$ cat config.mk
export PLATFORM = sky130hd
export DESIGN_NAME = alu_onehot_decode_pipe
export DESIGN_NICKNAME = d
export VERILOG_FILES = /design/src/rtl/alu_onehot_decode_pipe.sv
export SDC_FILE = /design/constraint.sdc
export NUM_CORES = 1
export LEC_CHECK = 0
export CAP_MARGIN = 25
export CORE_MARGIN = 1.5
export CORE_UTILIZATION = 53
export CTS_CLUSTER_DIAMETER = 30
export DETAILED_ROUTE_END_ITERATION = 16
export PLACE_DENSITY = 0.95
export SYNTH_ARGS = -nofsm -noshare
export SYNTH_HDL_FRONTEND = slang
export SYNTH_SLANG_ARGS = --single-unit
$ cat constraint.sdc
create_clock -name clk -period 3.3 [get_ports clk]
set_input_delay 0.66 -clock clk [delete_from_list [all_inputs] [get_ports clk]]
set_output_delay 0.66 -clock clk [all_outputs]
set_load 0.03 [all_outputs]
$ cat src/rtl/alu_onehot_decode_pipe.sv
`default_nettype none
// ============================================================================
// Module      : alu_onehot_decode_pipe
// Description : ALU control-code to one-hot decoder feeding a 2-entry FIFO
//               with valid/ready handshakes on both sides. Optional
//               saturating illegal-code counter under ALU_DEC_ILLEGAL_CNT_EN.
// Revision    : 1.0 - initial release
// ============================================================================
module alu_onehot_decode_pipe #(
    parameter int SEL_W    = 4,
    parameter int OUT_N    = 10,
    parameter int ALT_CODE = 13
) (
    input  logic             clk,
    input  logic             rst_n,
    input  logic             in_valid,
    output logic             in_ready,
    input  logic [SEL_W-1:0] in_sel,
    output logic             out_valid,
    input  logic             out_ready,
    output logic [OUT_N-1:0] out_onehot,
    output logic             out_illegal,
    input  logic             illegal_clr,
    output logic [7:0]       illegal_cnt
);

    localparam logic [OUT_N-1:0] c_bit0  = OUT_N'(1);
    localparam logic [1:0]       c_depth = 2'd2;

    logic [1:0]       r_count;
    logic             r_wr_ptr;
    logic             r_rd_ptr;
    logic             r_in_ready;
    logic [OUT_N-1:0] r_mem_onehot [2];
    logic             r_mem_illegal [2];

    logic             w_push;
    logic             w_pop;
    logic [1:0]       w_count_next;
    logic [31:0]      w_sel_ext;
    logic [OUT_N-1:0] w_dec_onehot;
    logic             w_dec_illegal;
    logic             w_low_hit;

    assign w_push    = in_valid & r_in_ready;
    assign w_pop     = out_valid & out_ready;
    assign w_sel_ext = 32'(in_sel);

    // Low codes take priority, so an ALT_CODE below OUT_N-1 decodes normally.
    always_comb begin
        w_dec_onehot  = '0;
        w_dec_illegal = 1'b0;
        w_low_hit     = 1'b0;
        for (int i = 0; i < OUT_N - 1; i++) begin
            if (w_sel_ext == 32'(i)) begin
                w_dec_onehot[i] = 1'b1;
                w_low_hit       = 1'b1;
            end
        end
        if (!w_low_hit) begin
            if (w_sel_ext == 32'(ALT_CODE)) begin
                w_dec_onehot[OUT_N-1] = 1'b1;
            end else begin
                w_dec_onehot  = c_bit0;
                w_dec_illegal = 1'b1;
            end
        end
    end

    always_comb begin
        w_count_next = r_count;
        case ({w_push, w_pop})
            2'b10:   w_count_next = r_count + 2'd1;
            2'b01:   w_count_next = r_count - 2'd1;
            default: w_count_next = r_count;
        endcase
    end

    always_ff @(posedge clk or negedge rst_n) begin
        if (!rst_n) begin
            r_count          <= 2'd0;
            r_wr_ptr         <= 1'b0;
            r_rd_ptr         <= 1'b0;
            r_in_ready       <= 1'b0;
            r_mem_onehot[0]  <= c_bit0;
            r_mem_onehot[1]  <= c_bit0;
            r_mem_illegal[0] <= 1'b0;
            r_mem_illegal[1] <= 1'b0;
        end else begin
            r_count    <= w_count_next;
            r_in_ready <= (w_count_next != c_depth);
            if (w_push) begin
                r_mem_onehot[r_wr_ptr]  <= w_dec_onehot;
                r_mem_illegal[r_wr_ptr] <= w_dec_illegal;
                r_wr_ptr                <= ~r_wr_ptr;
            end
            if (w_pop) begin
                r_rd_ptr <= ~r_rd_ptr;
            end
        end
    end

    assign in_ready    = r_in_ready;
    assign out_valid   = (r_count != 2'd0);
    assign out_onehot  = out_valid ? r_mem_onehot[r_rd_ptr] : c_bit0;
    assign out_illegal = out_valid & r_mem_illegal[r_rd_ptr];

`ifdef ALU_DEC_ILLEGAL_CNT_EN
    logic [7:0] r_illegal_cnt;

    always_ff @(posedge clk or negedge rst_n) begin
        if (!rst_n) begin
            r_illegal_cnt <= 8'd0;
        end else if (illegal_clr) begin
            r_illegal_cnt <= 8'd0;
        end else if (w_push && w_dec_illegal && (r_illegal_cnt != 8'hFF)) begin
            r_illegal_cnt <= r_illegal_cnt + 8'd1;
        end
    end

    assign illegal_cnt = r_illegal_cnt;
`else
    logic w_unused_clr;
    assign w_unused_clr = illegal_clr;
    assign illegal_cnt  = 8'd0;
`endif

endmodule
`default_nettype wire

==> results of run 1 <==
==> final cells by class <==
type                    instances  area, sq um
fillers                       181          876
flip-flops and latches         27          678
multi-input cells             111          596
repair buffers                 22          215
well taps                      30         37.5
clock buffers                   4         26.3
inverters                       1         3.75
==> registers in the layout (all words and copies together) (netlist names) <==
register       cells
r_mem_illegal      2
r_mem_onehot      20
in_ready           1
r_wr_ptr           1
r_count            2
r_rd_ptr           1
==> stage by stage <==
stage          power (mW)  setup WS [ps]  util [%]  cell area (sq um)
2_1_floorplan       0.911           1530         -               1370
3_3_place_gp         1.05            933      62.9               1530
3_5_place_dp         1.09            906      62.9               1530
4_1_cts              1.23            517      64.0               1560
5_1_grt              1.30            446      64.0               1560
6_report             1.23            533      64.0               1560
==> Yosys cell counts (2+ instances only) <==
library cell  instances  area, sq um
xnor2_1               2         17.5
o21ai_0              12         60.1
nand3b_1              2         15.0
clkbuf_1              2         7.51
xor2_1                2         17.5
nand3_1               4         20.0
o21ai_1              10         50.1
dfstp_2               2         52.6
and2b_1               2         15.0
mux2i_1              11          110
buf_2                 4         20.0
buf_4                 9         67.6
a31oi_1               2         12.5
nand2_1              30          113
nor2b_1               4         25.0
dfrtp_1              25          626
nor2_1               15         56.3
==> layer usage <==
metal | GRT usage, % | vias up | wire, um
met2 | 36.2 | 26 | 1390
met4 | 11.1 | 0 | 57
li1 | - | 505 | -
met1 | 25.2 | 512 | 1130
met5 | 0 | - | 0
met3 | 2.26 | 5 | 79
==> tightest hold or removal path: stages (launching register included) <==
cell	delay (ps)
dfrtp_1	370
nand2_1	50
o21ai_0	60
==> cell families after synthesis <==
family,share of synthesized area [%]
and+or+nand+nor,19.4
adders and majority gates,0.929
muxes,8.18
DFF,50.4
buffers and inverters,7.34
xor gates and xnor gates,2.60
AOI/OAI and AO/OA,10.9
other,0.279
==> power by group through the flow <==
stage,Clock [mW],Sequential [mW],Combinational (mW)
after global routing,0.162,0.540,0.602
after detailed placement,0,0.535,0.550
final,0.147,0.529,0.552
after global placement,0,0.526,0.527
after floorplan,0,0.497,0.414
after CTS,0.147,0.528,0.556
==> path summary, 6_finish.rpt <==
path | to | startpoint | depth (start not counted)
min in group asynchronous | r_mem_onehot[4]$_DFFE_PN0P_ | rst_n | 2
max reg2reg | r_mem_onehot[10]$_DFFE_PN1P_ | r_wr_ptr$_DFFE_PN0P_ | 3
min reg2reg | r_mem_onehot[18]$_DFFE_PN0P_ | r_mem_onehot[18]$_DFFE_PN0P_ | 2
max in group asynchronous | r_mem_onehot[0]$_DFFE_PN1P_ | rst_n | 2
max | out_onehot[8] | r_rd_ptr$_DFFE_PN0N_ | 3
min | r_mem_onehot[18]$_DFFE_PN0P_ | r_mem_onehot[18]$_DFFE_PN0P_ | 2
==> results.yml, run 1 <==
run_status:
  outcome: "complete, no violations"
sta:
  rsz0062_at_grt: "false"
  min_period_ps: 2770
  drv_slew: 0
  period_share_pct: 83.9
  relSlewSlack_pct: 48.8
  clock_skew_ps: 3.92
  fmax_mhz: 361
  worst_pin_slew_ps: 765
  setup_viol: 0
  finalHoldViolations: 0
  holdWs_ps: 500
  tns_ps: 0
clocking:
  cts_setup_buffers: 0
  cts.hold.buffers_added: 0
  cts_resized: 0
  clk_path_buf_depth: 2
  clkLatencyLatePin_ps: 330
  cts_tree: "done"
  root_buffer: "clkbuf_4"
  cts.sinks: 27
  htreeDepth: 1
  cts.clk_slew.worst_paths_ps: 140
  numCtsBuffers: 3
grt:
  grt-ovfl-total: 0
  grtUsageTotal_pct: 20.9
  grt_max_degree: 28
  antenna_found_initial: 0
  grt_pass1_wl_mm: 4.31
  grt_pass1_vias: 982
layout:
  diodes: 0
  final_nets: 176
  mostFrequentLayoutCell: "nand2_1"
  area_delta_synth_final_pct: 15.6
  fin_cells: 195
  drive_gt1_share_pct: 4.24
  mostFrequentLayoutCells: "nand2_1, dfrtp_1, clkdlybuf4s50_1"
critical_path:
  arrival_ps: 2110
  critPathMaxStageDelay_ps: 790
  critical_path_class: "register to output pin"
  worstSetupStartpointType: "register"
  crit_path_top_delay_cell: "dfrtp_1"
  crit_buf_inv: 1
  crit_required_ps: 2640
  cp_max_fo: 12
  crit_chain: "mux2i_1, nor2_1, clkdlybuf4s50_1"
  crit_path_end_kind: "output pin"
  cp_top_family: "flip-flops"
  r2r_slack_ps: 1590
power:
  seqPwrFrac_pct: 43.0
  p_sw_mw: 0.515
  p_comb_share_pct: 45.0
  ir_worst_vdd_mv: 0.538
  leakage_nw: 0.711
  clockPowerShare_pct: 12.0
  power_per_cell_area_nw_per_um2: 789
  power_switching_share_pct: 42.0
  p_int_mw: 0.713
yosys:
  synth_edf_count: 0
  netlist_area_sq_um: 1350
  synth.distinct_cells: 26
  synthCells: 147
  synth_flop_cell: "dfrtp_1"
  synth-seq-cells: 27
  ys_seq_area_share_pct: 50.4
  async_flop_share_pct: 100
  ys.warnings.count: 0
  syn_area_per_cell_sq_um: 9.16
place:
  dp_hpwl_mm: 1.89
  place.port_buffers: 20
  placed_cells: 191
  place_congestion: 0.827
floorplan:
  rows: 18
  start_util_pct: 55.3
  die_x_um: 53.4
  coreArea_sq_um: 2430
  ios: 30
  die_area_sq_um: 2850
  die_y_um: 53.4
min_path:
  hold_path_class: "register to register"
route:
  wire_per_inst_um: 13.6
  postRouteAntennaNets: 0
  viasPerCell: 5.37
  drc: 0
  drtIter0Drc: 15
  drt-total-wl_mm: 2.66
  vias: 1048
  dr.pass1.iters: 4
flow_run:
  max-cap-violations: 0
Note: power is estimated with default switching activity, not from simulation.
==> inputs of run 2 (changes only) <==
--- a/config.mk
+++ b/config.mk
@@ -7,10 +7,10 @@
 export LEC_CHECK = 0
 export CAP_MARGIN = 25
 export CORE_MARGIN = 1.5
-export CORE_UTILIZATION = 53
+export CORE_UTILIZATION = 49
 export CTS_CLUSTER_DIAMETER = 30
 export DETAILED_ROUTE_END_ITERATION = 16
-export PLACE_DENSITY = 0.95
+export PLACE_DENSITY = 0.9
 export SYNTH_ARGS = -nofsm -noshare
 export SYNTH_HDL_FRONTEND = slang
 export SYNTH_SLANG_ARGS = --single-unit
==> constraint.sdc (replaced) <==
create_clock -name clk -period 2.6 [get_ports clk]
set_input_delay 0.52 -clock clk [delete_from_list [all_inputs] [get_ports clk]]
set_output_delay 0.52 -clock clk [all_outputs]
set_load 0.03 [all_outputs]
==> run 2 against run 1 <==
Clock power grew 20%. Routed wire length shrank 5.2%. Sequential cell count is the same. Total power grew 29%. Worst setup slack lost 280 ps. Combinational power grew 41%.
==> results.yml, run 2 (synthesis gave the netlist of run 1 again) <==
floorplan:
  rows: 18
  start_util_pct: 52.9
  die_y_um: 55.4
  die_x_um: 55.4
  die_area_sq_um: 3070
  ios: 30
  coreArea_sq_um: 2540
critical_path:
  crit_path_end_kind: "output pin"
  crit_path_top_delay_cell: "clkdlybuf4s50_1"
  worstSetupStartpointType: "register"
  critical_path_class: "register to output pin"
  crit_required_ps: 2080
  cp_max_fo: 6
  regToRegStartpoint: "r_count[0]$_DFF_PN0_"
  critPathMaxStageDelay_ps: 660
  r2r_slack_ps: 920
  worst_r2r_path_depth: 6
  crit_chain: "nor2_1, buf_4, inv_1, nand2_1, clkdlybuf4s50_1"
  arrival_ps: 1830
  r2r_end: "r_count[1]$_DFF_PN0_"
power:
  ir_worst_vdd_mv: 0.587
  power_per_cell_area_nw_per_um2: 996
  leakage_nw: 0.730
  power.total_mw: 1.58
route:
  viasPerCell: 5.15
  vias: 1025
  wire_per_inst_um: 12.7
  drc: 0
  drt-total-wl_mm: 2.52
  dr.pass1.iters: 4
  drtIter0Drc: 27
  postRouteAntennaNets: 0
clocking:
  htreeDepth: 1
  numCtsBuffers: 3
  cts.clk_slew.worst_paths_ps: 140
  cts.sinks: 27
  cts_resized: 0
  cts_setup_buffers: 0
  cts.hold.buffers_added: 0
  root_buffer: "clkbuf_4"
  clkLatencyLatePin_ps: 310
  cts_tree: "done"
  clk_path_buf_depth: 2
layout:
  area_delta_synth_final_pct: 17.8
  top_regs: "r_mem_onehot: 20 flops, r_count: 2 flops, r_mem_illegal: 2 flops"
  largest_register_ffs: 20
  mostFrequentLayoutCells: "nand2_1, dfrtp_1, clkdlybuf4s50_1"
  drive_gt1_share_pct: 6.51
  diodes: 0
  mostFrequentLayoutCell: "nand2_1"
  regMostFlops: "r_mem_onehot"
  nFillCells: 224
  final_nets: 180
place:
  dp_hpwl_mm: 1.90
  dp_slack_ps: 543
  place.port_buffers: 20
  place_congestion: 0.824
flow_run:
  max-cap-violations: 0
min_path:
  holdPathEnd: "r_mem_onehot[12]$_DFFE_PN0P_"
  hold_path_class: "register to register"
  whs_path_depth: 2
  holdCritStartpoint: "r_mem_onehot[12]$_DFFE_PN0P_"
sta:
  min_period_ps: 2350
  final.setup.worst_slack_ps: 255
  finalHoldViolations: 0
  relSlewSlack_pct: 55.6
  worst_pin_slew_ps: 664
  clock_skew_ps: 0.526
  period_share_pct: 90.2
  drv_slew: 0
  setup_viol: 0
  rsz0062_at_grt: "false"
  fmax_mhz: 426
  tns_ps: 0
grt:
  grt_max_degree: 28
  antenna_found_initial: 0
  grt_pass1_vias: 1018
  grtUsageTotal_pct: 18.0
  grt-ovfl-total: 0
  grt_pass1_wl_mm: 4.38
run_status:
  outcome: "complete, no violations"
==> run 2: area by class of cell <==
| cell class | count | area (sq um) | area share [%] |
|---|---|---|---|
| repair buffers | 26 | 245 | 15.5 |
| clock buffers | 4 | 26.3 | 1.66 |
| inverters | 1 | 3.75 | 0.237 |
| well taps | 30 | 37.5 | 2.37 |
| flip-flops and latches | 27 | 678 | 42.7 |
| multi-input cells | 111 | 596 | 37.5 |
==> run 2: worst max path at each step <==
stage | startpoint | end | slack (ps)
finish | r_count[0]$_DFF_PN0_ | out_onehot[0] | 250
global placement | in_valid | r_count[1]$_DFF_PN0_ | 570
detailed placement | in_valid | r_count[1]$_DFF_PN0_ | 540
global route | r_count[0]$_DFF_PN0_ | out_onehot[0] | 140
CTS | r_count[0]$_DFF_PN0_ | out_onehot[0] | 240
floorplan | r_rd_ptr$_DFFE_PN0N_ | out_onehot[1] | 970
==> run 2: critical path, delay by kind of cell (launching register included) <==
kind	cells	cell delay, ps
AND/OR/NAND/NOR	2	190
buffers and inverters	3	880
flip-flops	1	440
==> run 2: where the power goes <==
part	internal (mW)	switching, mW	leakage (nW)
registers	0.550	0.0775	0.351
logic	0.328	0.448	0.364
clock network	0.0599	0.116	0.0150
total	0.938	0.641	0.730
==> run 2: metal layers <==
layer,vias to the layer above,part of all wire (%),GRT usage [%]
li1,515,-,-
met4,0,0.91,9.06
met2,22,52,32.1
met3,2,3.0,3.04
met1,486,44,20.5
met5,-,0,0
==> run 2: metrics by stage <==
| stage | cell area [sq um] | hold WS (ps) | instances | utilization [%] |
|---|---|---|---|---|
| finish | 1590 | 499 | 199 | 62.3 |
| global route | 1590 | 528 | 199 | 62.3 |
| detailed placement | 1560 | 471 | 195 | 61.3 |
| floorplan | 1370 | 224 | 154 | - |
| CTS | 1590 | 501 | 199 | 62.3 |
| global placement | 1560 | 460 | 195 | 61.3 |
==> inputs of run 3 (changes only) <==
--- a/config.mk
+++ b/config.mk
@@ -7,10 +7,10 @@
 export LEC_CHECK = 0
 export CAP_MARGIN = 25
 export CORE_MARGIN = 1.5
-export CORE_UTILIZATION = 49
+export CORE_UTILIZATION = 44
 export CTS_CLUSTER_DIAMETER = 30
 export DETAILED_ROUTE_END_ITERATION = 16
-export PLACE_DENSITY = 0.9
+export PLACE_DENSITY = 0.86
 export SYNTH_ARGS = -nofsm -noshare
 export SYNTH_HDL_FRONTEND = slang
 export SYNTH_SLANG_ARGS = --single-unit
==> constraint.sdc (replaced) <==
create_clock -name clk -period 1.9 [get_ports clk]
set_input_delay 0.38 -clock clk [delete_from_list [all_inputs] [get_ports clk]]
set_output_delay 0.38 -clock clk [all_outputs]
set_load 0.03 [all_outputs]
==> run 3 against run 2 <==
Sequential cell count stayed put. Combinational power is 34% higher. Highest routed layer unchanged. Total power increased by 36%. Clock power is 44% higher. Critical path depth decreased by 4. Critical endpoint is now in_ready. Sequential share of layout area is 0.31 points higher. Global-route usage increased by 0.41 points.
==> results.yml, run 3 (synthesis gave the netlist of run 1 again) <==
run_status:
  outcome: "complete, no violations"
layout:
  diodes: 0
  top_regs: "r_mem_onehot: 20 flops, r_count: 2 flops, r_mem_illegal: 2 flops"
  area_delta_synth_final_pct: 17.0
  regMostFlops: "r_mem_onehot"
  final_area_sq_um: 1580
  mostFrequentLayoutCell: "nand2_1"
  final_nets: 182
  mostFrequentLayoutCells: "nand2_1, dfrtp_1, buf_4"
  largest_register_ffs: 20
  post-route-util_pct: 55.7
  drive_gt1_share_pct: 14.6
critical_path:
  cp_top_family: "buffers and inverters"
  critPathMaxStageDelay_ps: 700
  worstSetupStartpointType: "register"
  crit_chain: "clkdlybuf4s50_1"
  crit_required_ps: 1520
  worst_r2r_path_depth: 5
  cp_max_fo: 5
  crit_path_end_kind: "output pin"
  critical_path_class: "register to output pin"
  r2r_end: "r_count[1]$_DFF_PN0_"
  arrival_ps: 1460
  crit_buf_inv: 1
  regToRegStartpoint: "r_count[0]$_DFF_PN0_"
  crit_path_top_delay_cell: "clkdlybuf4s50_1"
  r2r_slack_ps: 360
route:
  drt-total-wl_mm: 2.78
  viasPerCell: 5.13
  drtIter0Drc: 36
  postRouteAntennaNets: 0
  dr.pass1.iters: 4
  wire_per_inst_um: 13.7
  drc: 0
  vias: 1037
grt:
  antenna_found_initial: 0
  grt_pass1_vias: 1081
  grt-ovfl-total: 0
  grtUsageTotal_pct: 18.4
  grt_max_degree: 28
  grt_pass1_wl_mm: 4.71
place:
  postPlaceCellArea_sq_um: 1550
  dp_hpwl_mm: 1.93
  place_congestion: 0.790
  dp_slack_ps: 38.8
  place.port_buffers: 20
sta:
  rsz0062_at_grt: "false"
  fmax_mhz: 544
  tns_ps: 0
  setup_viol: 0
  final.setup.worst_slack_ps: 60.2
  finalHoldViolations: 0
  min_period_ps: 1840
  clock_skew_ps: 16.2
  period_share_pct: 96.8
  drv_slew: 0
clocking:
  cts.hold.buffers_added: 0
  htreeDepth: 1
  cts.sinks: 27
  clk_path_buf_depth: 2
  numCtsBuffers: 3
  clkLatencyLatePin_ps: 340
  root_buffer: "clkbuf_4"
  cts.clk_slew.worst_paths_ps: 150
  cts_tree: "done"
flow_run:
  max-cap-violations: 0
floorplan:
  ios: 30
  die_area_sq_um: 3400
  rows: 19
  die_x_um: 58.3
  coreArea_sq_um: 2830
  die_y_um: 58.3
  start_util_pct: 47.6
power:
  power.total_mw: 2.15
  power_per_cell_area_nw_per_um2: 1370
  ir_worst_vdd_mv: 0.656
  leakage_nw: 0.761
min_path:
  hold_path_class: "input port to asynchronous set/reset pin"
[run 3: cell types whose count changed in the layout (fill, tap and decap cells not counted)]
| cell | before | now |
|---|---|---|
| dlygate4sd2_1 | 0 | 1 |
| clkbuf_1 | 1 | 0 |
| buf_4 | 6 | 19 |
| clkinv_2 | 0 | 1 |
| clkdlybuf4s50_1 | 20 | 8 |
[run 3: where the power goes]
group	internal, mW	switching [mW]	total [mW]
clock network	0.0792	0.175	0.254
registers	0.753	0.104	0.857
logic	0.412	0.630	1.04
[run 3: routing by layer]
metal	GRT usage (%)	routed length (um)
met1	21.5	1210
met2	31.9	1410
met3	3.08	77
met4	10.3	68
met5	0	0
[run 3: stage by stage]
stage	hold slack (ps)	cells
floorplan	84.4	154
global placement	461	198
detailed placement	472	198
CTS	421	202
global route	421	202
finish	404	202
[run 3: worst max-delay path by stage]
stage | from | endpoint | slack, ps | cells after the start
after floorplan | in_ready$_DFF_PN0_ | r_count[1]$_DFF_PN0_ | 360 | 4
after global placement | out_ready | r_count[1]$_DFF_PN0_ | 70 | 5
after detailed placement | in_valid | r_count[1]$_DFF_PN0_ | 40 | 5
after CTS | in_ready$_DFF_PN0_ | in_ready | 50 | 1
after global routing | r_rd_ptr$_DFFE_PN0N_ | out_onehot[0] | 10 | 4
final | in_ready$_DFF_PN0_ | in_ready | 60 | 1
[run 3: final cells by class]
class,instances,area (sq um)
Sequential cell,27,678
Multi-Input combinational cell,111,596
Timing Repair Buffer,28,231
Clock inverter,1,5.00
Clock buffer,3,22.5
Fill cell,239,1250
Tap cell,31,38.8
Inverter,1,3.75
[run 3: what timing repair did]
action / in CTS / in global routing
gates resized for setup: 1 / 0
setup buffers: 0 / 0
hold endpoints to repair: 0 / 0
setup endpoints to repair: 1 / 0
